`src/rtl/seg7_pkg.sv`:
```
// Shared constants, FSM states and helpers for the signed seven-segment scan driver.
package seg7_pkg;
  localparam logic [6:0] SEG_0     = 7'h40;
  localparam logic [6:0] SEG_1     = 7'h79;
  localparam logic [6:0] SEG_2     = 7'h24;
  localparam logic [6:0] SEG_3     = 7'h30;
  localparam logic [6:0] SEG_4     = 7'h19;
  localparam logic [6:0] SEG_5     = 7'h12;
  localparam logic [6:0] SEG_6     = 7'h02;
  localparam logic [6:0] SEG_7     = 7'h78;
  localparam logic [6:0] SEG_8     = 7'h00;
  localparam logic [6:0] SEG_9     = 7'h10;
  localparam logic [6:0] SEG_BLANK = 7'h7F;
  localparam logic [6:0] SEG_DASH  = 7'h3F;

  typedef enum logic [1:0] {IDLE, CONVERT, COMMIT} state_t;

  // Largest magnitude that fits in the given number of decimal digits.
  function automatic int unsigned max_disp(input int digits);
    int unsigned r;
    r = 1;
    for (int i = 0; i < digits; i++) r = r * 10;
    return r - 1;
  endfunction

  function automatic logic [6:0] seg_decode(input logic [3:0] d);
    case (d)
      4'd0: return SEG_0;
      4'd1: return SEG_1;
      4'd2: return SEG_2;
      4'd3: return SEG_3;
      4'd4: return SEG_4;
      4'd5: return SEG_5;
      4'd6: return SEG_6;
      4'd7: return SEG_7;
      4'd8: return SEG_8;
      4'd9: return SEG_9;
      default: return SEG_BLANK;
    endcase
  endfunction
endpackage

```
`src/rtl/bin2bcd_seq.sv`:
```
// Sequential double-dabble: one shift/add-3 step per clock after start.
module bin2bcd_seq
  import seg7_pkg::*;
#(
  parameter int WIDTH  = 8,
  parameter int DIGITS = 3
) (
  input  logic                      clk,
  input  logic                      reset,
  input  logic                      start,
  input  logic [WIDTH-1:0]          bin,
  output logic [4*(DIGITS+1)-1:0]   bcd,
  output logic                      done
);
  localparam int BW = 4 * (DIGITS + 1);
  localparam int CW = $clog2(WIDTH + 1);

  logic [WIDTH-1:0] r_bin;
  logic [BW-1:0]    r_bcd;
  logic [BW-1:0]    w_adj;
  logic [CW-1:0]    r_cnt;

  always_comb begin
    w_adj = r_bcd;
    for (int k = 0; k <= DIGITS; k++)
      if (r_bcd[4*k +: 4] >= 4'd5) w_adj[4*k +: 4] = r_bcd[4*k +: 4] + 4'd3;
  end

  always_ff @(posedge clk or posedge reset) begin
    if (reset) begin
      r_bin <= '0;
      r_bcd <= '0;
      r_cnt <= '0;
    end else if (start) begin
      r_bin <= bin;
      r_bcd <= '0;
      r_cnt <= CW'(WIDTH);
    end else if (r_cnt != '0) begin
      r_bin <= {r_bin[WIDTH-2:0], 1'b0};
      r_bcd <= {w_adj[BW-2:0], r_bin[WIDTH-1]};
      r_cnt <= r_cnt - 1'b1;
    end
  end

  assign bcd  = r_bcd;
  // High while the final iteration is pending, so the caller can step its FSM in lockstep.
  assign done = (r_cnt == CW'(1));
endmodule

```
`src/rtl/signed_7seg_scan.sv`:
```
// Signed/unsigned binary to multiplexed active-low seven-segment driver with
// atomic display commit, leading-zero blanking and overflow dashes.
module signed_7seg_scan
  import seg7_pkg::*;
#(
  parameter int WIDTH    = 8,
  parameter int DIGITS   = 3,
  parameter int SCAN_DIV = 1000,
  parameter int BLANK_LZ = 1
) (
  input  logic              clk,
  input  logic              reset,
  input  logic [WIDTH-1:0]  value,
  input  logic              signed_mode,
  input  logic              load,
  output logic              busy,
  output logic              overflow,
  output logic [6:0]        seg_n,
  output logic [DIGITS-1:0] an_n,
  output logic              neg_n
);
  localparam int          BW   = 4 * (DIGITS + 1);
  localparam int unsigned MAXV = max_disp(DIGITS);
  localparam int          PW   = (SCAN_DIV > 1) ? $clog2(SCAN_DIV) : 1;
  localparam int          IW   = (DIGITS > 1) ? $clog2(DIGITS) : 1;

  state_t                 r_state, w_state_nxt;
  logic                   w_accept, w_neg_in, w_done;
  logic [WIDTH-1:0]       w_mag;
  logic [BW-1:0]          w_bcd;
  logic                   r_neg_cap, r_ovf_cap;
  logic [DIGITS-1:0][3:0] r_dig;
  logic                   r_neg, r_ovf;
  logic [PW-1:0]          r_pre;
  logic [IW-1:0]          r_idx;
  logic [DIGITS-1:0]      w_hz;
  logic [6:0]             w_seg, r_seg;
  logic [DIGITS-1:0]      w_an, r_an;
  logic                   r_neg_n;

  assign w_neg_in = signed_mode & value[WIDTH-1];
  assign w_mag    = w_neg_in ? WIDTH'(~value + 1'b1) : value;

  always_ff @(posedge clk or posedge reset) begin
    if (reset) r_state <= IDLE;
    else       r_state <= w_state_nxt;
  end

  always_comb begin
    w_state_nxt = r_state;
    w_accept    = 1'b0;
    case (r_state)
      IDLE:    if (load) begin w_accept = 1'b1; w_state_nxt = CONVERT; end
      CONVERT: if (w_done) w_state_nxt = COMMIT;
      COMMIT:  w_state_nxt = IDLE;
      default: w_state_nxt = IDLE;
    endcase
  end

  bin2bcd_seq #(.WIDTH(WIDTH), .DIGITS(DIGITS)) u_b2b (
    .clk(clk), .reset(reset), .start(w_accept), .bin(w_mag), .bcd(w_bcd), .done(w_done)
  );

  always_ff @(posedge clk or posedge reset) begin
    if (reset) begin
      r_neg_cap <= 1'b0;
      r_ovf_cap <= 1'b0;
      r_dig     <= '0;
      r_neg     <= 1'b0;
      r_ovf     <= 1'b0;
    end else begin
      if (w_accept) begin
        r_neg_cap <= w_neg_in;
        r_ovf_cap <= (32'(w_mag) > MAXV);
      end
      // Single-cycle commit so the scan never sees a partial result.
      if (r_state == COMMIT) begin
        for (int i = 0; i < DIGITS; i++) r_dig[i] <= w_bcd[4*i +: 4];
        r_neg <= r_neg_cap;
        r_ovf <= r_ovf_cap | (w_bcd[BW-1 -: 4] != 4'd0);
      end
    end
  end

  always_ff @(posedge clk or posedge reset) begin
    if (reset) begin
      r_pre <= '0;
      r_idx <= '0;
    end else if (r_pre == PW'(SCAN_DIV - 1)) begin
      r_pre <= '0;
      r_idx <= (r_idx == IW'(DIGITS - 1)) ? '0 : r_idx + 1'b1;
    end else begin
      r_pre <= r_pre + 1'b1;
    end
  end

  // w_hz[i]: digit i and everything above it are zero.
  always_comb begin
    w_hz = '0;
    w_hz[DIGITS-1] = (r_dig[DIGITS-1] == 4'd0);
    for (int i = DIGITS - 2; i >= 0; i--) w_hz[i] = w_hz[i+1] && (r_dig[i] == 4'd0);
  end

  always_comb begin
    w_seg = seg_decode(r_dig[r_idx]);
    if (r_ovf) w_seg = SEG_DASH;
    else if ((BLANK_LZ != 0) && (r_idx != '0) && w_hz[r_idx]) w_seg = SEG_BLANK;
    for (int i = 0; i < DIGITS; i++) w_an[i] = (r_idx != IW'(i));
  end

  always_ff @(posedge clk or posedge reset) begin
    if (reset) begin
      r_seg   <= SEG_BLANK;
      r_an    <= '1;
      r_neg_n <= 1'b1;
    end else begin
      r_seg   <= w_seg;
      r_an    <= w_an;
      r_neg_n <= ~r_neg;
    end
  end

  assign busy     = (r_state != IDLE);
  assign overflow = r_ovf;
  assign seg_n    = r_seg;
  assign an_n     = r_an;
  assign neg_n    = r_neg_n;
endmodule

```
`config.mk`:
```
export PLATFORM = sky130hd
export DESIGN_NAME = signed_7seg_scan
export DESIGN_NICKNAME = d
export VERILOG_FILES = /design/src/rtl/seg7_pkg.sv /design/src/rtl/bin2bcd_seq.sv /design/src/rtl/signed_7seg_scan.sv
export SDC_FILE = /design/constraint.sdc
export NUM_CORES = 1
export LEC_CHECK = 0
export CORE_UTILIZATION = 30
export CTS_CLUSTER_SIZE = 28
export DETAILED_ROUTE_END_ITERATION = 10
export PLACE_DENSITY = 0.52
export SLEW_MARGIN = 30
export SYNTH_ARGS = -nofsm -noshare
export SYNTH_HDL_FRONTEND = slang
export SYNTH_SLANG_ARGS = --single-unit
```
`constraint.sdc`:
```
create_clock -name clk -period 3.3 [get_ports clk]
set_input_delay 0.33 -clock clk [delete_from_list [all_inputs] [get_ports clk]]
set_output_delay 0.33 -clock clk [all_outputs]
set_load 0.01 [all_outputs]
```
# [Yosys cells after proc, flatten, opt, wreduce, memory -nomap -nowiden]
# Memories as Yosys holds them, arrays and structs flattened.
# Index checks and enable logic that the tools add are counted.
[op_classes] add_sub_neg=8 n_mul=0 div_mod_pow=0 magnitude_cmp=5 n_eq_ne=9 shifts=0 n_mux=24 bitwise_logic=3 n_reduce_logical=13
[op_table] cell="2-to-1 mux 16 bit" n=2
[op_table] cell="2-to-1 mux 4 bit" n=6
[op_table] cell="2-to-1 mux 8 bit" n=3
[op_table] cell="greater-or-equal comparator 4 x 3 -> 1 bit, second input constant" n=4
[op_table] cell="2-to-1 mux 7 bit" n=2
[op_table] cell="adder 4 x 2 -> 4 bit, second input constant" n=3
[op_table] cell="zero test 4 bit" n=3
[op_table] cell="adder 10 x 1 -> 10 bit, second input constant" n=1
[op_table] cell="equality test 10 bit, second input constant" n=1
[op_table] cell="2-to-1 mux 10 bit" n=1
[op_table] cell="adder 8 x 1 -> 8 bit, second input constant" n=1
[op_table] cell="binary-select mux 4 bit (select 2 bit)" n=1
[op_table] cell="inverter 8 bit" n=1
[op_table] cell="nonzero test 4 bit" n=2
[op_table] cell="2-to-1 mux 2 bit" n=3
[op_table] cell="nonzero test 2 bit" n=3
[op_table] cell="equality test 2 bit, second input constant" n=2
[op_table] cell="equality test 4 x 1 -> 1 bit, second input constant" n=1
[op_table] cell="inequality test 2 x 1 -> 1 bit, second input constant" n=2
[op_table] cell="inequality test 2 bit, second input constant" n=2
[op_table] cell="case mux 2 bit (2 select lines)" n=1
[op_table] cell="subtractor 4 x 1 -> 4 bit, second input constant" n=1
[op_table] cell="adder 3 x 2 -> 3 bit, second input constant" n=1
[op_table] cell="logical AND 1 bit" n=3
[op_table] cell="10 further kinds" n=12
[totals] regBits=68 latch_bits=0 ram_bits=0 mem_bits_ro=112 input_bits=12 output_inout_bits=13 elab_cells=78 mem_count=1
[memory_table] memory="(no name shown)" depth=16 width=7 rd=1 rd_clocked_by_memory_dff=0 wr=0 line_no="seg7_pkg.sv:27" text="case (d)"

# [Logic depth before layout (Yosys ltp)]
[depth] ltp_word=8 ltp_mapped=8 depth_no_buf=7

# [Cells and area by module]
# A second synthesis with hierarchy kept.
[hier_totals] cells_unflattened=366 area_unflattened_um2=3803.6
[modules_own_cells] module="signed_7seg_scan" n_inst=1 cells_per_inst=180 area_per_inst_um2=2055.7 seq_area_each_um2=1014.7
[modules_own_cells] module="bin2bcd_seq" n_inst=1 cells_per_inst=186 area_per_inst_um2=1747.9 seq_area_each_um2=700.7

# [Worst setup path before layout]
# Ideal clock, no wire load.
[synth_path] path_kind="flip-flop to flip-flop" from="reg r_idx[1]" to="reg r_seg[3] (netlist: seg_n[3])" setup_ns=0.079 t_arrival_ns=1.684 required_time_ns=3.221 setup_slack_ns=1.537 stages_incl_launch_ff=9 n_path_buf=1 period_less_slack_ns=1.763 path_cell_list="dfrtp_1 > buf_4 > and2b_2 > o2bb2ai_1 > inv_1 > ha_1 > nor2_1 > a21oi_1 > o21ai_0"
[synth_between] elab_chain_cells=5 elab_cells_between_ends=9 cone_classes="6 x mux; 2 x reduce/logical; 1 x memory"
[synth_lines] element="from (decl)" line_no="signed_7seg_scan.sv:35" text="logic [IW-1:0] r_idx;"
[synth_lines] element="from (signal assigned)" line_no="signed_7seg_scan.sv:91" text="r_idx <= (r_idx == IW'(DIGITS - 1)) ? '0 : r_idx + 1'b1;"
[synth_lines] element="binary-select mux 4 bit (select 2 bit) or binary-select mux 1 bit (select 2 bit) (tied branches)" line_no="signed_7seg_scan.sv:105, signed_7seg_scan.sv:107"
[synth_lines] element="2-to-1 mux 4 bit (not written as such) or 2-to-1 mux 1 bit (tied branches)" line_no="signed_7seg_scan.sv:105, signed_7seg_scan.sv:107"
[synth_lines] element="memory read (16 x 7 bit) or logical AND 1 bit (tied branches)"
[synth_lines] element="2-to-1 mux 7 bit (*)" line_no="signed_7seg_scan.sv:107" text="else if ((BLANK_LZ != 0) && (r_idx != '0) && w_hz[r_idx]) w_seg = SEG_BLANK;"
[synth_lines] element="2-to-1 mux 7 bit (*)" line_no="signed_7seg_scan.sv:106" text="if (r_ovf) w_seg = SEG_DASH;"
[synth_lines] element="via w_seg[3]" line_no="signed_7seg_scan.sv:37" text="logic [6:0] w_seg, r_seg;"
[synth_lines] element="to (signal assigned)" line_no="signed_7seg_scan.sv:117" text="r_seg <= w_seg;"
[synth_lines] element="to (decl)" line_no="signed_7seg_scan.sv:37"
# The timed path passes the listed nets; every way through them passes the cells marked *. The select of a mux whose other input is x is not followed.
# A chain may end at the register's enable or synchronous reset.

# [Worst setup path after layout]
[layout_path] from="reg r_idx[1]" to="reg r_seg[6] (netlist: seg_n[6])"
# The elaborated chain is that of the path after synthesis.

==> summary.md <==
| Metric | Value |
|---|---|
| CTS resizes | `0` |
| Largest delay contributor family on the critical path | `flip-flops` |
| Cell Area, Synth | `3470 µm²` |
| Yosys cell types | `40` |
| DRC viols | `0` |
| WL final | `about 6.6 mm` |
| Final period util | `0.614` |
| Setup crit start | `r_idx[1]$_DFFE_PP0N_` |
| R2r startpoint | `r_idx[1]$_DFFE_PP0N_` |
| Cell taking the most area after synthesis | `dfrtp_1` |
| Core Util, Final | `0.380` |
| Initial antenna violation count | `0` |
| Largest fanout on the critical path | `9` |
| Top-count cell post-synth | `dfrtp_1` |
| Worst Path Buf+Inv | `1` |
| VDD IR max | `between 400 and 500 µV` |
| Vias in the first global route | `approximately 2400` |
| RR Endpoint | `seg_n[6]$_DFF_PP1_` |
| CP Launch Type | `flop` |
| Hpwl dp | `4.53 mm` |
| Post-Syn Area per Cell | `9.91 µm²` |
| DRT antenna net count | `0` |
| R2R Setup Slk | `~1.3 ns` |
| Ys Warns | `0` |
| Clock-pin slew on the worst setup and hold paths | `0.06 ns` |
| Min-delay worst type | `flop to flop` |
| Num rows | `38` |
| Congestion Overflow GR | `0` |
| Clock root buffer | `clkbuf_16` |
| Hold path cells | `1` |
| Max Cap Viol | `0` |
| Post-Place Cells | `505` |
| Largest net degree at the start of global routing | `36` |
| Critical path class | `flop to flop` |
| TritonRoute pass-1 iters | `4` |
| Layout Cells excl Fill | `between 500 and 600` |
| Leak | `~1.8 nW` |
| Die area | `approximately 12000 µm²` |
| Seq/Total Area, Yosys | `0.495` |
| Post-synth top area share | `0.411` |
| Initial core utilization | `0.314` |
| All-layer global routing usage | `0.123` |
| Crit path cell chain | `mux2_2, a22oi_1, inv_1, ha_1, nor3_1, a211oi_1` |
| Final Total Pwr | `about 3.7 mW` |
| CTS tree | `built` |
| Fillers | `about 1100` |
| Slew Viols, Final | `0` |
| Hold Buf Count CTS | `0` |
| Data arrival time of the worst path | `2.26 ns` |
| Final #Nets | `around 410` |
| IO Port Bufs | `24` |
| Top cells by count, synth | `57 x dfrtp_1, 50 x nand2_1, 27 x nor2_1` |
| Worst-margin pin slew | `0.865 ns` |
| Synth area leaders | `dfrtp_1 41%, dfstp_2 8.3%, ha_1 6.9%, nand2_1 5.4%, a21oi_1 3.5%` |
| Power per cell area | `between 800 and 900 nW/µm²` |
| Die X | `between 100 and 150 µm` |
| Layout cells sized above 1 | `0.123` |
| Max-slew headroom at the worst pin | `0.424` |
| Prevailing post-synth register cell | `dfrtp_1` |
| Max frequency | `0.493 GHz` |
| WP data required | `~3.5 ns` |
| Hold_sp | `r_neg$_DFFE_PP0N_` |
| Hold slack | `roughly 0.38 ns` |
| Area grow syn2layout | `20.9%` |
| Mapped Nets | `381` |
| Number of synthesized register bits | `between 60 and 70` |
| Worst Hold End | `neg_n$_DFF_PP1_` |
| # setup viols final | `0` |
| Fin crit period | `2.03 ns` |
| Outcome | `finished, final reports clean` |
| Syn Inst Count | `350` |
| Hold Vio Cnt, Final | `0` |
| Slowest cell on the critical path | `dfrtp_1` |
| Total number of vias | `between 2000 and 2500` |
| Clk_skew | `~0.0087 ns` |
| Num CTS Buffers | `9` |
| Routability cong. | `about 0.78` |
| Clock sinks | `68` |
| Post-CTS Setup Repair Bufs | `0` |
| Diodes inserted | `0` |
| Drt initial violations | `126` |
| IO Count | `25` |
| Number of synthesized flops with an enable pin | `0` |
| Worst reg2reg path depth | `6` |
| DR vias/cell | `4.78` |
| Async SR Flop Fraction | `1.00` |
| H-tree depth | `3` |
| Die H | `110 µm` |
| Per-cell routed wire length | `between 10 and 15 µm` |
| CP Capture Type | `flop` |
| Post-route setup TNS | `0 ns` |
| RSZ-0062 raised after global routing | `false` |
| Max stage delay on crit path | `between 0.5 and 0.6 ns` |
| First-pass GRT wire length | `11.5 mm` |
| Clock Tree Buf Depth | `2` |
| Skew-Pair Late Insertion Delay | `about 0.33 ns` |
| Core Box Area | `11000 µm²` |
[through the flow]
step | worst slack, ns | cell area, µm²
floorplan | 1.28 | 3470
global placement | 1.33 | 3870
detailed placement | 1.27 | 3870
CTS | 1.26 | 4190
global route | 1.11 | 4190
finish | 1.27 | 4190
[per-layer routing]
layer,share of wire,vias to the layer above,global-route usage
li1,-,1247,-
met1,0.48,1197,0.147
met2,0.47,39,0.212
met3,0.034,7,0.0356
met4,0.014,0,0.0429
met5,0,-,0
[final cells by class]
type,count,area (µm²),share of cell area
Timing Repair Buffer,26,268,0.0638
Sequential cell,68,1720,0.409
Clock buffer,11,243,0.0579
Tap cell,140,175,0.0418
Clock inverter,5,85.1,0.0203
Inverter,20,75.1,0.0179
Multi-Input combinational cell,251,1630,0.389
[power by group]
group | internal (mW) | leakage [nW] | switching, mW
Sequential | 1.15 | 0.844 | 0.207
Clock | 0.684 | 0.156 | 0.351
Combinational | 0.601 | 0.811 | 0.674
[kinds of logic after synthesis]
kind of cell               Yosys count  share of synthesized area
and+or+nand+nor                    119                      0.166
AOI/OAI and AO/OA                   74                      0.126
DFF                                 68                      0.495
buffers and inverters               31                     0.0346
xor gates and xnor gates            20                     0.0505
muxes                               19                     0.0592
adders and majority gates           19                     0.0685
[how the worst max path moves through the flow]
stage               depth (start not counted)                    endpoint  slack [ns]
floorplan                                   1        overflow$_DFFE_PP0N_        1.28
global placement                            6  u_b2b.r_cnt[0]$_DFFE_PP0P_        1.33
detailed placement                          6  u_b2b.r_cnt[0]$_DFFE_PP0P_        1.27
CTS                                         6  u_b2b.r_cnt[0]$_DFFE_PP0P_        1.26
global route                                6          seg_n[6]$_DFF_PP1_        1.11
finish                                      6          seg_n[6]$_DFF_PP1_        1.27
[cell usage in the layout (no fill, tap or decap), types with 2 or more instances in the layout]
cell / instances
clkdlybuf4s50_1: 24
dfstp_2: 11
nor2_1: 27
a311oi_1: 2
clkbuf_16: 9
o2bb2ai_1: 3
nor4_1: 2
o21ai_0: 24
inv_1: 19
nand2b_1: 5
mux2i_1: 10
clkinv_4: 2
a31oi_1: 9
mux2_2: 8
a21oi_1: 24
dfrtp_1: 57
nand3_1: 9
nand2_2: 2
and2_1: 4
nand2_1: 50
and2b_2: 2
a211oi_1: 9
xnor2_1: 10
ha_1: 19
nor3_1: 5
bufinv_16: 2
nor3b_1: 4
xor2_1: 10
[registers in the layout, summed over array words and instances (netlist names)]
name and cells:
an_n 3, neg_n 1, overflow 1, r_dig 12, r_idx 2, r_neg 1
r_neg_cap 1, r_pre 10, r_state 2, seg_n 7, u_b2b.bcd 16, u_b2b.r_bin 8
u_b2b.r_cnt 4
Power figures use the tool's default switching activity.
